$ cat src/rtl/maze_pkg.sv
// maze_pkg: direction encoding, opening-bit indices, solver states
// and heading helpers shared by the maze_solver files.
package maze_pkg;

  localparam logic [1:0] DIR_N = 2'd0;
  localparam logic [1:0] DIR_E = 2'd1;
  localparam logic [1:0] DIR_S = 2'd2;
  localparam logic [1:0] DIR_W = 2'd3;

  localparam int OPEN_N = 0;
  localparam int OPEN_E = 1;
  localparam int OPEN_S = 2;
  localparam int OPEN_W = 3;

  typedef enum logic [2:0] {
    ST_IDLE,
    ST_FETCH,
    ST_WAIT,
    ST_DECIDE,
    ST_MOVE,
    ST_DONE,
    ST_FAIL
  } state_t;

  function automatic logic [1:0] turn_right(
    input logic [1:0] h
  );
    return h + 2'd1;
  endfunction

  function automatic logic [1:0] turn_left(
    input logic [1:0] h
  );
    return h + 2'd3;
  endfunction

  function automatic logic [1:0] reverse(
    input logic [1:0] h
  );
    return h + 2'd2;
  endfunction

endpackage

$ cat src/rtl/maze_solver_if.sv
// maze_solver_if: cell read port (rd_en/rd_x/rd_y/rd_data, 1-cycle
// latency) and move stream (move_valid/move_dir/move_ready).
interface maze_solver_if #(
  parameter int COORD_W = 3
);
  logic               rd_en;
  logic [COORD_W-1:0] rd_x;
  logic [COORD_W-1:0] rd_y;
  logic [3:0]         rd_data;
  logic               move_valid;
  logic [1:0]         move_dir;
  logic               move_ready;

  modport master (
    output rd_en, rd_x, rd_y,
    output move_valid, move_dir,
    input  rd_data, move_ready
  );

  modport slave (
    input  rd_en, rd_x, rd_y,
    input  move_valid, move_dir,
    output rd_data, move_ready
  );
endinterface

$ cat src/rtl/maze_dir_select.sv
// maze_dir_select: right-hand rule picker. Inputs: masked openings,
// heading. Outputs: dir (first open of right/straight/left/back), none_open.
module maze_dir_select
  import maze_pkg::*;
(
  input  logic [3:0] openings,
  input  logic [1:0] heading,
  output logic [1:0] dir,
  output logic       none_open
);
  logic [1:0] d_r;
  logic [1:0] d_s;
  logic [1:0] d_l;
  logic [1:0] d_b;

  assign d_r = turn_right(heading);
  assign d_s = heading;
  assign d_l = turn_left(heading);
  assign d_b = reverse(heading);

  // Several openings may be set at once, so this is a priority pick.
  always_comb begin
    dir       = heading;
    none_open = 1'b0;
    priority case (1'b1)
      openings[d_r]: dir = d_r;
      openings[d_s]: dir = d_s;
      openings[d_l]: dir = d_l;
      openings[d_b]: dir = d_b;
      default:       none_open = 1'b1;
    endcase
  end
endmodule

$ cat src/rtl/maze_solver.sv
// maze_solver: right-hand wall follower from (0,0) to (w-1,h-1).
// Ports: clk, reset (sync, high), start, maze_width/height, bus
// (read port + move stream), pos_x/y, heading, step_count, busy,
// done, fail. Option: MAZE_SOLVER_STEP_LIMIT_EN fails after STEP_LIMIT.
module maze_solver
  import maze_pkg::*;
#(
  parameter int COORD_W    = 3,
  parameter int STEP_W     = 12,
  parameter int STEP_LIMIT = 1000
) (
  input  logic               clk,
  input  logic               reset,
  input  logic               start,
  input  logic [COORD_W-1:0] maze_width,
  input  logic [COORD_W-1:0] maze_height,
  maze_solver_if.master      bus,
  output logic [COORD_W-1:0] pos_x,
  output logic [COORD_W-1:0] pos_y,
  output logic [1:0]         heading,
  output logic [STEP_W-1:0]  step_count,
  output logic               busy,
  output logic               done,
  output logic               fail
);
`ifdef MAZE_SOLVER_STEP_LIMIT_EN
  localparam bit LIMIT_EN = 1'b1;
`else
  localparam bit LIMIT_EN = 1'b0;
`endif
  localparam logic [STEP_W-1:0] LIMIT_M1 =
    STEP_W'(STEP_LIMIT - 1);
  localparam logic [COORD_W-1:0] ONE = COORD_W'(1);

  state_t             state;
  logic [COORD_W-1:0] w_m1;
  logic [COORD_W-1:0] h_m1;
  logic [3:0]         open_q;
  logic [3:0]         mask;
  logic               rd_en_q;
  logic               mv_q;
  logic [1:0]         dir_q;
  logic [1:0]         sel_dir;
  logic               none_open;
  logic [COORD_W-1:0] nx;
  logic [COORD_W-1:0] ny;
  logic               at_exit;
  logic               hit_limit;
  logic [STEP_W-1:0]  step_nxt;

  assign bus.rd_en      = rd_en_q;
  assign bus.rd_x       = pos_x;
  assign bus.rd_y       = pos_y;
  assign bus.move_valid = mv_q;
  assign bus.move_dir   = dir_q;

  assign busy = (state == ST_FETCH) ||
                (state == ST_WAIT)  ||
                (state == ST_DECIDE) ||
                (state == ST_MOVE);

  // Openings that lead off the grid are never legal.
  always_comb begin
    mask = bus.rd_data;
    if (pos_y == '0)   mask[OPEN_N] = 1'b0;
    if (pos_x == '0)   mask[OPEN_W] = 1'b0;
    if (pos_x == w_m1) mask[OPEN_E] = 1'b0;
    if (pos_y == h_m1) mask[OPEN_S] = 1'b0;
  end

  maze_dir_select u_sel (
    .openings  (open_q),
    .heading   (heading),
    .dir       (sel_dir),
    .none_open (none_open)
  );

  always_comb begin
    nx = pos_x;
    ny = pos_y;
    unique case (dir_q)
      DIR_N: ny = pos_y - ONE;
      DIR_E: nx = pos_x + ONE;
      DIR_S: ny = pos_y + ONE;
      DIR_W: nx = pos_x - ONE;
    endcase
  end

  assign at_exit   = (nx == w_m1) && (ny == h_m1);
  assign hit_limit = LIMIT_EN && (step_count == LIMIT_M1);
  assign step_nxt  = (&step_count) ? step_count
                   : step_count + STEP_W'(1);

  always_ff @(posedge clk) begin
    if (reset) begin
      state      <= ST_IDLE;
      w_m1       <= '0;
      h_m1       <= '0;
      open_q     <= '0;
      rd_en_q    <= 1'b0;
      mv_q       <= 1'b0;
      dir_q      <= DIR_N;
      pos_x      <= '0;
      pos_y      <= '0;
      heading    <= DIR_E;
      step_count <= '0;
      done       <= 1'b0;
      fail       <= 1'b0;
    end else begin
      rd_en_q <= 1'b0;
      unique case (state)
        ST_IDLE, ST_DONE, ST_FAIL: begin
          if (start) begin
            pos_x      <= '0;
            pos_y      <= '0;
            heading    <= DIR_E;
            step_count <= '0;
            done       <= 1'b0;
            fail       <= 1'b0;
            w_m1       <= maze_width - ONE;
            h_m1       <= maze_height - ONE;
            if (maze_width == '0 || maze_height == '0) begin
              state <= ST_FAIL;
              fail  <= 1'b1;
            end else if (maze_width == ONE &&
                         maze_height == ONE) begin
              state <= ST_DONE;
              done  <= 1'b1;
            end else begin
              state   <= ST_FETCH;
              rd_en_q <= 1'b1;
            end
          end
        end
        ST_FETCH: state <= ST_WAIT;
        ST_WAIT: begin
          open_q <= mask;
          state  <= ST_DECIDE;
        end
        ST_DECIDE: begin
          if (none_open) begin
            state <= ST_FAIL;
            fail  <= 1'b1;
          end else begin
            dir_q <= sel_dir;
            mv_q  <= 1'b1;
            state <= ST_MOVE;
          end
        end
        ST_MOVE: begin
          if (bus.move_ready) begin
            mv_q       <= 1'b0;
            pos_x      <= nx;
            pos_y      <= ny;
            heading    <= dir_q;
            step_count <= step_nxt;
            if (at_exit) begin
              state <= ST_DONE;
              done  <= 1'b1;
            end else if (hit_limit) begin
              state <= ST_FAIL;
              fail  <= 1'b1;
            end else begin
              state   <= ST_FETCH;
              rd_en_q <= 1'b1;
            end
          end
        end
        default: state <= ST_IDLE;
      endcase
    end
  end
endmodule

$ cat src/flat_wrapper.sv
// flat-port wrapper written by rule: the top's interface ports become plain ports
module maze_solver_flat import maze_pkg::*;
#(
  parameter int COORD_W    = 3,
  parameter int STEP_W     = 12,
  parameter int STEP_LIMIT = 1000
)
  (clk, reset, start, maze_width, maze_height, pos_x, pos_y, heading, step_count, busy, done, fail, bus_rd_en, bus_rd_x, bus_rd_y, bus_move_valid, bus_move_dir, bus_rd_data, bus_move_ready);
  maze_solver_if #(.COORD_W(COORD_W)) bus_i ();
  input  logic clk;
  input  logic reset;
  input  logic start;
  input  logic [COORD_W-1:0] maze_width;
  input  logic [COORD_W-1:0] maze_height;
  output logic [COORD_W-1:0] pos_x;
  output logic [COORD_W-1:0] pos_y;
  output logic [1:0] heading;
  output logic [STEP_W-1:0] step_count;
  output logic busy;
  output logic done;
  output logic fail;
  output wire logic [$bits(bus_i.rd_en)-1:0] bus_rd_en;
  output wire logic [$bits(bus_i.rd_x)-1:0] bus_rd_x;
  output wire logic [$bits(bus_i.rd_y)-1:0] bus_rd_y;
  output wire logic [$bits(bus_i.move_valid)-1:0] bus_move_valid;
  output wire logic [$bits(bus_i.move_dir)-1:0] bus_move_dir;
  input wire logic [$bits(bus_i.rd_data)-1:0] bus_rd_data;
  input wire logic [$bits(bus_i.move_ready)-1:0] bus_move_ready;
  assign bus_rd_en = bus_i.rd_en;
  assign bus_rd_x = bus_i.rd_x;
  assign bus_rd_y = bus_i.rd_y;
  assign bus_move_valid = bus_i.move_valid;
  assign bus_move_dir = bus_i.move_dir;
  assign bus_i.rd_data = bus_rd_data;
  assign bus_i.move_ready = bus_move_ready;
  maze_solver #(.COORD_W(COORD_W), .STEP_W(STEP_W), .STEP_LIMIT(STEP_LIMIT)) u_core (.clk(clk), .reset(reset), .start(start), .maze_width(maze_width), .maze_height(maze_height), .bus(bus_i), .pos_x(pos_x), .pos_y(pos_y), .heading(heading), .step_count(step_count), .busy(busy), .done(done), .fail(fail));
endmodule
$ cat config.mk
export PLATFORM = sky130hd
export DESIGN_NAME = maze_solver_flat
export DESIGN_NICKNAME = d
export VERILOG_FILES = /design/src/rtl/maze_pkg.sv /design/src/rtl/maze_solver_if.sv /design/src/rtl/maze_dir_select.sv /design/src/rtl/maze_solver.sv /design/src/flat_wrapper.sv
export SDC_FILE = /design/constraint.sdc
export NUM_CORES = 1
export LEC_CHECK = 0
export CAP_MARGIN = 20
export CORE_UTILIZATION = 50
export CTS_CLUSTER_SIZE = 8
export DETAILED_ROUTE_END_ITERATION = 8
export MAX_ROUTING_LAYER = met4
export PLACE_DENSITY = 0.77
export SYNTH_ARGS = -nofsm -noshare
export SYNTH_HDL_FRONTEND = slang
export SYNTH_SLANG_ARGS = --single-unit
$ cat constraint.sdc
create_clock -name clk -period 2.4 [get_ports clk]
set_clock_uncertainty 0.15 [all_clocks]
set_input_delay 0.48 -clock clk [delete_from_list [all_inputs] [get_ports clk]]
set_output_delay 0.48 -clock clk [all_outputs]
set_load 0.005 [all_outputs]
==> impl_metrics.json, run 1 <==
{
  "hp-class": "flop to flop",
  "antenna_found_initial": 0,
  "numPlacedInstances": 396,
  "n_antenna_cell": 0,
  "critical_path.max_fanout": 10,
  "die_width_um": 71.7,
  "yosysWarnings": 0,
  "final_max_slew_viol_count": 0,
  "clk_latency_ns": 0.29,
  "die_h_um": 71.7,
  "clock_sinks": 39,
  "hold_violations": 0,
  "rsz0062_at_grt": "no",
  "gp_routability_congestion": 0.950,
  "overflow": 0,
  "grt_pass1_wl_um": 9800,
  "cts.clk_slew.worst_paths_ns": 0.07,
  "status": "completed",
  "final_nets": 374,
  "crit_type": "flop to output port",
  "layout_commonest_cell": "clkdlybuf4s50_1",
  "setup_viol": 0,
  "dr.first_iter.drc_count": 189,
  "drv_cap": 0,
  "cts_buffers": 5,
  "num_io_pins": 47,
  "synth_enable_flop_cells": 0,
  "relSlewSlack": 0.609,
  "cts_tree": "built",
  "drive_gt1_frac": 0.117,
  "power_switching_mw": 1.08,
  "fp.dieArea_mm2": 0.00513,
  "p_clk_frac": 0.169,
  "root_buffer": "clkbuf_8",
  "ctsHtreeMaxLevel": 2,
  "netlist_area_mm2": 0.00243,
  "fin_area_mm2": 0.00309,
  "area_growth_pct": 27.3,
  "p_sw_frac": 0.399,
  "crit_arrival_ns": 1.70,
  "start_kind": "flop",
  "vdd_ir_drop_max_uv": 464,
  "end_kind": "output port",
  "setup_slack_ns": 0.0728,
  "ys_seq_elements": 39,
  "reg2reg_depth": 7,
  "pwr-share-comb": 0.486,
  "rr_startpoint": "u_core.bus.move_dir[1]",
  "finalCriticalPeriod_ns": 2.33,
  "sequentialPowerShare": 0.345,
  "wl_per_cell_um": 14.8,
  "yosysSeqAreaShare": 0.322,
  "p_leak_nw": 1.12,
  "whs_path_depth": 1,
  "hold_path_end": "u_core.fail",
  "grt_start_max_net_pins": 27,
  "grt_pass1_vias": 2037,
  "rr_endpoint": "u_core.bus.rd_en",
  "initial_core_util": 0.539,
  "pre_cts_slack_ns": -0.0153,
  "fmax_mhz": 430,
  "ys_types": 59,
  "synth_ff_type": "dfxtp_1",
  "drc": 0,
  "core_mm2": 0.00450,
  "clockBufferDepth": 2,
  "worst_pin_slew_ns": 0.579,
  "grt_usage": 0.252,
  "syn_avg_cell_area_um2": 8.17,
  "viasPerCell": 5.82,
  "drt-pass1-iter-count": 4,
  "layout_common_cells": "46 x clkdlybuf4s50_1, 37 x dfxtp_1, 35 x nor2_1",
  "rows": 24,
  "ant_nets": 0,
  "num-fill-cells": 397,
  "cts_setup_buffers": 0,
  "async_flop_share": 0,
  "hold_start": "u_core.fail",
  "syn_inst": 297,
  "holdBufCountCts": 0,
  "fin_cells": 403,
  "port_buffers": 46,
  "finalCritPeriodShare": 0.970,
  "dpl_cell_area_mm2": 0.00299,
  "cp.required_ns": 1.77,
  "vias": 2344,
  "syn-num-nets": 320,
  "power.internal_mw": 1.62,
  "wl_um": 5980,
  "dp_hpwl_um": 4550,
  "rrSetupSlack_ns": 0.16,
  "p_per_area_mw_per_mm2": 873
}
## state kept, by name (all words and copies together) (netlist names), 3 cells and up
register           count
u_core.w_m1            3
u_core.state           3
u_core.open_q          4
u_core.h_m1            3
u_core.bus.rd_x        3
u_core.bus.rd_y        3
u_core.step_count     12
## Yosys cell counts, types with 2 or more instances
master	n	share of area
nor3_1	9	0.019
a21o_1	2	0.0062
a211oi_1	10	0.031
o311ai_0	5	0.018
and2_1	3	0.0077
nand2b_1	4	0.010
buf_2	5	0.010
o21ai_0	3	0.0062
clkbuf_1	7	0.011
xnor2_1	18	0.065
nor3b_1	2	0.0062
nand4_1	6	0.015
nand3_1	13	0.027
o21a_1	3	0.0093
a31oi_1	3	0.0077
dfxtp_1	39	0.32
buf_4	6	0.019
o2111ai_1	2	0.0072
and3_1	2	0.0052
mux2i_1	3	0.012
a21oi_1	20	0.041
nor2_1	35	0.054
nor4_1	2	0.0052
o211ai_1	2	0.0062
buf_6	2	0.0093
o31ai_1	2	0.0062
inv_1	14	0.022
nor2b_1	7	0.018
ha_1	8	0.041
xor2_1	5	0.018
o22ai_1	2	0.0052
a311oi_1	2	0.0072
nand2_1	25	0.039
## worst max-delay path, stage by stage, from the launching register on
cell             delay [ns]
dfxtp_1                0.41
nor2_1                 0.30
xnor2_1                0.16
clkdlybuf4s50_1        0.53
## how the worst max path moves through the flow
stage                           startpoint                    end  depth (start not counted)
finish                     u_core.state[1]                   busy                          3
global route        u_core.bus.move_dir[0]       u_core.bus.rd_en                          8
CTS                        u_core.state[1]                   busy                          3
detailed placement                   start  u_core.step_count[10]                          7
global placement                     start   u_core.step_count[0]                          7
floorplan           u_core.bus.move_dir[0]       u_core.bus.rd_en                          8
## final cells by class
| type | count | area (µm²) | area share |
|---|---|---|---|
| clock inverter | 1 | 5.00 | 0.00162 |
| inverter | 14 | 52.6 | 0.0170 |
| tap | 52 | 65.1 | 0.0211 |
| clock buffer | 6 | 82.6 | 0.0267 |
| multi-input combinational | 223 | 1470 | 0.477 |
| sequential | 39 | 783 | 0.254 |
| timing repair buffer | 68 | 626 | 0.203 |
## power by group through the flow
stage          sequential, mW  combinational (mW)  clock [mW]
2_1_floorplan           0.878               0.942           0
3_3_place_gp            0.935                1.27           0
3_5_place_dp            0.939                1.30           0
4_1_cts                 0.925                1.30       0.465
5_1_grt                 0.948                1.44       0.491
6_report                0.930                1.31       0.457
## stage by stage
step / setup TNS, ns / util / power (mW) / hold slack, ns
5_1_grt: 0 / 0.686 / 2.87 / 0.355
3_3_place_gp: 0 / 0.664 / 2.20 / 0.311
2_1_floorplan: 0 / - / 1.82 / 0.312
6_report: 0 / 0.686 / 2.70 / 0.335
3_5_place_dp: -0.0301 / 0.664 / 2.24 / 0.316
4_1_cts: 0 / 0.684 / 2.69 / 0.340
## layer usage
metal / up-vias / part of all wire / track usage
li1: 1165 / - / -
met1: 1079 / 0.47 / 0.338
met2: 88 / 0.45 / 0.374
met3: 12 / 0.064 / 0.0478
met4: 0 / 0.021 / 0.0959
met5: - / 0 / -
## cell families (layout without fill, tap and decap cells)
group / after synthesis / after routing / share of synthesized area
and+or+nand+nor: 121 / 121 / 0.262
AOI/OAI and AO/OA: 67 / 67 / 0.199
DFF: 39 / 39 / 0.322
buffers and inverters: 35 / 89 / 0.0727
xor gates and xnor gates: 23 / 23 / 0.0830
adders and majority gates: 9 / 9 / 0.0495
muxes: 3 / 3 / 0.0124
## timing repair
action | CTS | global route
endpoints found under the setup margin | 1 | 2
pin swaps | 0 | 1
resized for setup | 1 | 2
Note: power is estimated with default switching activity, not from simulation.
==> run 2, diff against run 1 <==
--- a/config.mk
+++ b/config.mk
@@ -9,6 +9,7 @@
 export CORE_UTILIZATION = 50
 export CTS_CLUSTER_SIZE = 8
 export DETAILED_ROUTE_END_ITERATION = 8
+export GPL_TIMING_DRIVEN = 0
 export MAX_ROUTING_LAYER = met4
 export PLACE_DENSITY = 0.77
 export SYNTH_ARGS = -nofsm -noshare
==> impl_metrics.json, run 2 (synthesis gave the netlist of run 1 again) <==
{
  "slowest_delay_ns": 0.42,
  "pwr-share-comb": 0.482,
  "end_kind": "flop",
  "fin_cells": 402,
  "grt_start_max_net_pins": 13,
  "dp_hpwl_um": 4300,
  "clockBufferDepth": 2,
  "setup_viol": 0,
  "grt_usage": 0.246,
  "worst_pin_slew_ns": 0.678,
  "status": "completed",
  "largest_reg_flops": 12,
  "num_io_pins": 47,
  "finalCritPeriodShare": 0.950,
  "vias": 2357,
  "p_clk_frac": 0.203,
  "n_antenna_cell": 0,
  "critical_path.max_fanout": 10,
  "p_per_area_mw_per_mm2": 917,
  "ctsHtreeMaxLevel": 2,
  "final.setup.tns_ns": 0,
  "cts_tree": "built",
  "rows": 24,
  "final_max_slew_viol_count": 0,
  "cp.required_ns": 2.48,
  "area_growth_pct": 27.8,
  "wl_per_cell_um": 14.6,
  "numPlacedInstances": 393,
  "drv_cap": 0,
  "die_h_um": 71.7,
  "drive_gt1_frac": 0.123,
  "crit_type": "flop to flop",
  "antenna_found_initial": 0,
  "rsz0062_at_grt": "no",
  "port_buffers": 44,
  "p_leak_nw": 1.11,
  "start_kind": "flop",
  "wl_um": 5850,
  "root_buffer": "clkbuf_8",
  "drc": 0,
  "hold_violations": 0,
  "crit_arrival_ns": 2.36,
  "whs_path_depth": 1,
  "overflow": 0,
  "num-fill-cells": 378,
  "crit_slowest_cell": "fa_1",
  "sequentialPowerShare": 0.315,
  "fp.dieArea_mm2": 0.00513,
  "layout_commonest_cell": "clkdlybuf4s50_1",
  "dr.first_iter.drc_count": 146,
  "gp_routability_congestion": 0.886,
  "cts_buffers": 5,
  "grt_pass1_vias": 2021,
  "fmax_mhz": 438,
  "p_sw_frac": 0.386,
  "grt_pass1_wl_um": 9600,
  "relSlewSlack": 0.548,
  "reg2reg_depth": 9,
  "regMostFlops": "u_core.step_count",
  "crit_path_cell_trace": "buf_6 -> nor2b_2 -> fa_1 -> nor2b_1 -> o21a_1 -> nor3_2 -> nand4_1 -> buf_4 -> a21oi_1",
  "power.internal_mw": 1.75,
  "clock_sinks": 39,
  "vdd_ir_drop_max_uv": 633,
  "final_nets": 372,
  "power_switching_mw": 1.10,
  "cts.clk_slew.worst_paths_ns": 0.08,
  "hp-class": "flop to flop",
  "layout_common_cells": "44 x clkdlybuf4s50_1, 34 x nor2_1, 34 x dfxtp_1",
  "viasPerCell": 5.86,
  "initial_core_util": 0.539,
  "clk_latency_ns": 0.29,
  "drt-pass1-iter-count": 5,
  "power.total_mw": 2.84,
  "die_width_um": 71.7,
  "core_mm2": 0.00450,
  "finalCriticalPeriod_ns": 2.28,
  "largestRegisters": "u_core.step_count (12), u_core.open_q (4)",
  "ant_nets": 0
}
run 2: power by group through the flow:
stage / clock, mW / combinational, mW / sequential (mW)
after detailed placement: 0 / 1.32 / 0.903
after CTS: 0.586 / 1.33 / 0.888
final: 0.578 / 1.37 / 0.895
after global placement: 0 / 1.30 / 0.900
after global routing: 0.607 / 1.49 / 0.913
after floorplan: 0 / 0.942 / 0.878
run 2: final timing paths:
| kind | start | slack (ns) | end |
|---|---|---|---|
| max reg2reg | u_core.bus.move_dir[0] | 0.12 | u_core.done |
| max | u_core.bus.move_dir[0] | 0.12 | u_core.done |
| min reg2reg | u_core.fail | 0.32 | u_core.fail |
| min | u_core.fail | 0.32 | u_core.fail |
run 2: final cells by class:
class	count	area (µm²)	area share
clock buffer	6	82.6	0.0266
timing repair buffer	45	448	0.144
buffer	21	134	0.0432
clock inverter	2	35.0	0.0113
inverter	14	52.6	0.0169
tap	52	65.1	0.0210
multi-input combinational	223	1490	0.482
sequential	39	790	0.255
run 2: metal layers:
metal	global-route usage	wire (µm)
met5	-	0
met4	0.0893	106
met3	0.0408	303
met2	0.361	2590
met1	0.341	2850
run 2: worst max-delay path, delay by kind of cell (launching register included):
kind	cells	cell delay, ns
simple gates	4	0.64
fa+ha+maj	1	0.42
flops	1	0.37
buf+inv	2	0.35
compound gates	2	0.28
run 2: timing repair:
action / in CTS / in global routing
pin swaps: 2 / 1
setup endpoints to repair: 4 / 4
hold endpoints to repair: 0 / 0
buffers inserted: 1 / 0
hold buffers: 0 / 0
resized for setup: 5 / 12
run 2: metrics by stage:
step | utilization | setup WS [ns] | cell area (µm²) | hold WS, ns
2_1_floorplan | - | 0.142 | 2430 | 0.312
3_3_place_gp | 0.651 | -0.216 | 2930 | 0.305
3_5_place_dp | 0.651 | -0.235 | 2930 | 0.308
4_1_cts | 0.681 | 0.00775 | 3070 | 0.333
5_1_grt | 0.688 | 0.0108 | 3100 | 0.349
6_report | 0.688 | 0.119 | 3100 | 0.324
==> run 3, diff against run 2 <==
--- a/config.mk
+++ b/config.mk
@@ -6,6 +6,7 @@
 export NUM_CORES = 1
 export LEC_CHECK = 0
 export CAP_MARGIN = 20
+export CORE_MARGIN = 2
 export CORE_UTILIZATION = 50
 export CTS_CLUSTER_SIZE = 8
 export DETAILED_ROUTE_END_ITERATION = 8
@@ -15,3 +16,4 @@
 export SYNTH_ARGS = -nofsm -noshare
 export SYNTH_HDL_FRONTEND = slang
 export SYNTH_SLANG_ARGS = --single-unit
+export TNS_END_PERCENT = 5
==> constraint.sdc (replaced) <==
create_clock -name clk -period 2.7 [get_ports clk]
set_clock_uncertainty 0.15 [all_clocks]
set_input_delay 0.54 -clock clk [delete_from_list [all_inputs] [get_ports clk]]
set_output_delay 0.54 -clock clk [all_outputs]
set_load 0.005 [all_outputs]
==> impl_metrics.json, run 3 (synthesis gave the netlist of run 1 again) <==
{
  "status": "completed",
  "regMostFlops": "u_core.step_count",
  "layout_common_cells": "44 x clkdlybuf4s50_1, 39 x dfxtp_1, 35 x nor2_1",
  "power.total_mw": 2.38,
  "initial_core_util": 0.517,
  "area_growth_pct": 24.6,
  "overflow": 0,
  "root_buffer": "clkbuf_8",
  "final_nets": 371,
  "grt_pass1_wl_um": 9780,
  "die_h_um": 73.7,
  "fmax_mhz": 394,
  "pwr-share-comb": 0.497,
  "final_max_slew_viol_count": 0,
  "rows": 25,
  "crit_arrival_ns": 1.85,
  "wl_per_cell_um": 14.6,
  "gp_routability_congestion": 0.895,
  "drt-pass1-iter-count": 4,
  "ant_nets": 0,
  "end_kind": "output port",
  "hp-class": "flop to flop",
  "clockBufferDepth": 2,
  "largestRegisters": "u_core.step_count (12), u_core.open_q (4)",
  "finalCritPeriodShare": 0.941,
  "fin_cells": 402,
  "largest_reg_flops": 12,
  "use_met3": 0.0247,
  "cp.required_ns": 2.01,
  "die_width_um": 73.7,
  "fin_hold_ws_ns": 0.334,
  "finalCriticalPeriod_ns": 2.54,
  "cts.clk_slew.worst_paths_ns": 0.07,
  "antenna_found_initial": 0,
  "core_mm2": 0.00469,
  "drc": 0,
  "power_switching_mw": 0.949,
  "vdd_ir_drop_max_uv": 515,
  "clock_sinks": 39,
  "fp.dieArea_mm2": 0.00543,
  "cts_tree": "built",
  "p_sw_frac": 0.398,
  "drv_cap": 0,
  "use_met2": 0.356,
  "critical_path.max_fanout": 10,
  "power.internal_mw": 1.44,
  "busiest_layer": "met2",
  "hold_violations": 0,
  "p_clk_frac": 0.171,
  "grt_pass1_vias": 2104,
  "start_kind": "flop",
  "p_per_area_mw_per_mm2": 789,
  "num_io_pins": 47,
  "grt_use_met1": 0.324,
  "cts_buffers": 5,
  "holdBufCountCts": 0,
  "ctsHtreeMaxLevel": 2,
  "drive_gt1_frac": 0.0891,
  "n_antenna_cell": 0,
  "grt_usage": 0.235,
  "worst_pin_slew_ns": 0.585,
  "port_buffers": 44,
  "wl_um": 5860,
  "layout_commonest_cell": "clkdlybuf4s50_1",
  "crit_type": "flop to output port",
  "grt_start_max_net_pins": 12,
  "dr.first_iter.drc_count": 119,
  "setup_viol": 0,
  "clk_latency_ns": 0.29,
  "rsz0062_at_grt": "no",
  "viasPerCell": 5.78,
  "dp_hpwl_um": 4450,
  "relSlewSlack": 0.605,
  "numPlacedInstances": 395,
  "vias": 2322,
  "p_leak_nw": 1.08,
  "final.setup.tns_ns": 0,
  "sequentialPowerShare": 0.332
}
-- run 3: cell count changes in the layout (fill, tap and decap cells not counted), sizes merged --
cell | previous run | this run
bufinv | 1 | 0
buf | 14 | 13
-- run 3: layout make-up --
cell class | instances | area (µm²)
Clock inverter | 1 | 5.00
Buffer | 21 | 125
Timing Repair Buffer | 44 | 440
Fill cell | 425 | 1670
Clock buffer | 6 | 82.6
Inverter | 14 | 52.6
Sequential cell | 39 | 781
Tap cell | 54 | 67.6
Multi-Input combinational cell | 223 | 1470
-- run 3: worst paths after layout --
path	startpoint	endpoint	slack, ns	cells after the start
setup / recovery	u_core.state[0]	busy	0.16	4
hold / removal	u_core.fail	u_core.fail	0.33	1
setup reg to reg	u_core.bus.move_dir[0]	u_core.bus.rd_en	0.22	8
hold reg to reg	u_core.fail	u_core.fail	0.33	1
-- run 3: critical path, cell delays in order (launching register included) --
cell             delay (ns)
dfxtp_1                0.37
buf_2                  0.20
nor2_1                 0.30
xnor2_1                0.17
clkdlybuf4s50_1        0.52
-- run 3: metal layers --
layer	part of all wire	up-vias
met5	0	-
met1	0.47	1093
met3	0.043	12
met2	0.46	58
li1	-	1159
met4	0.019	0
-- run 3: repair_timing --
item / 4_1_cts / 5_1_grt
buffers inserted: 0 / 0
endpoints found under the setup margin: 0 / 2
endpoints found under the hold margin: 0 / 0
resized for setup: 0 / 2
-- run 3: power groups by stage --
| stage | registers, mW | logic (mW) | clock network (mW) |
|---|---|---|---|
| finish | 0.792 | 1.18 | 0.409 |
| global route | 0.809 | 1.31 | 0.441 |
| CTS | 0.790 | 1.18 | 0.412 |
| detailed placement | 0.803 | 1.18 | 0 |
| global placement | 0.801 | 1.16 | 0 |
| floorplan | 0.781 | 0.837 | 0 |
-- run 3: stage by stage --
stage / setup WS (ns) / cell area (µm²) / util
2_1_floorplan: 0.442 / 2430 / -
3_3_place_gp: 0.113 / 2930 / 0.625
3_5_place_dp: 0.124 / 2930 / 0.625
4_1_cts: 0.0952 / 3020 / 0.644
5_1_grt: 0.0256 / 3020 / 0.644
6_report: 0.160 / 3020 / 0.644
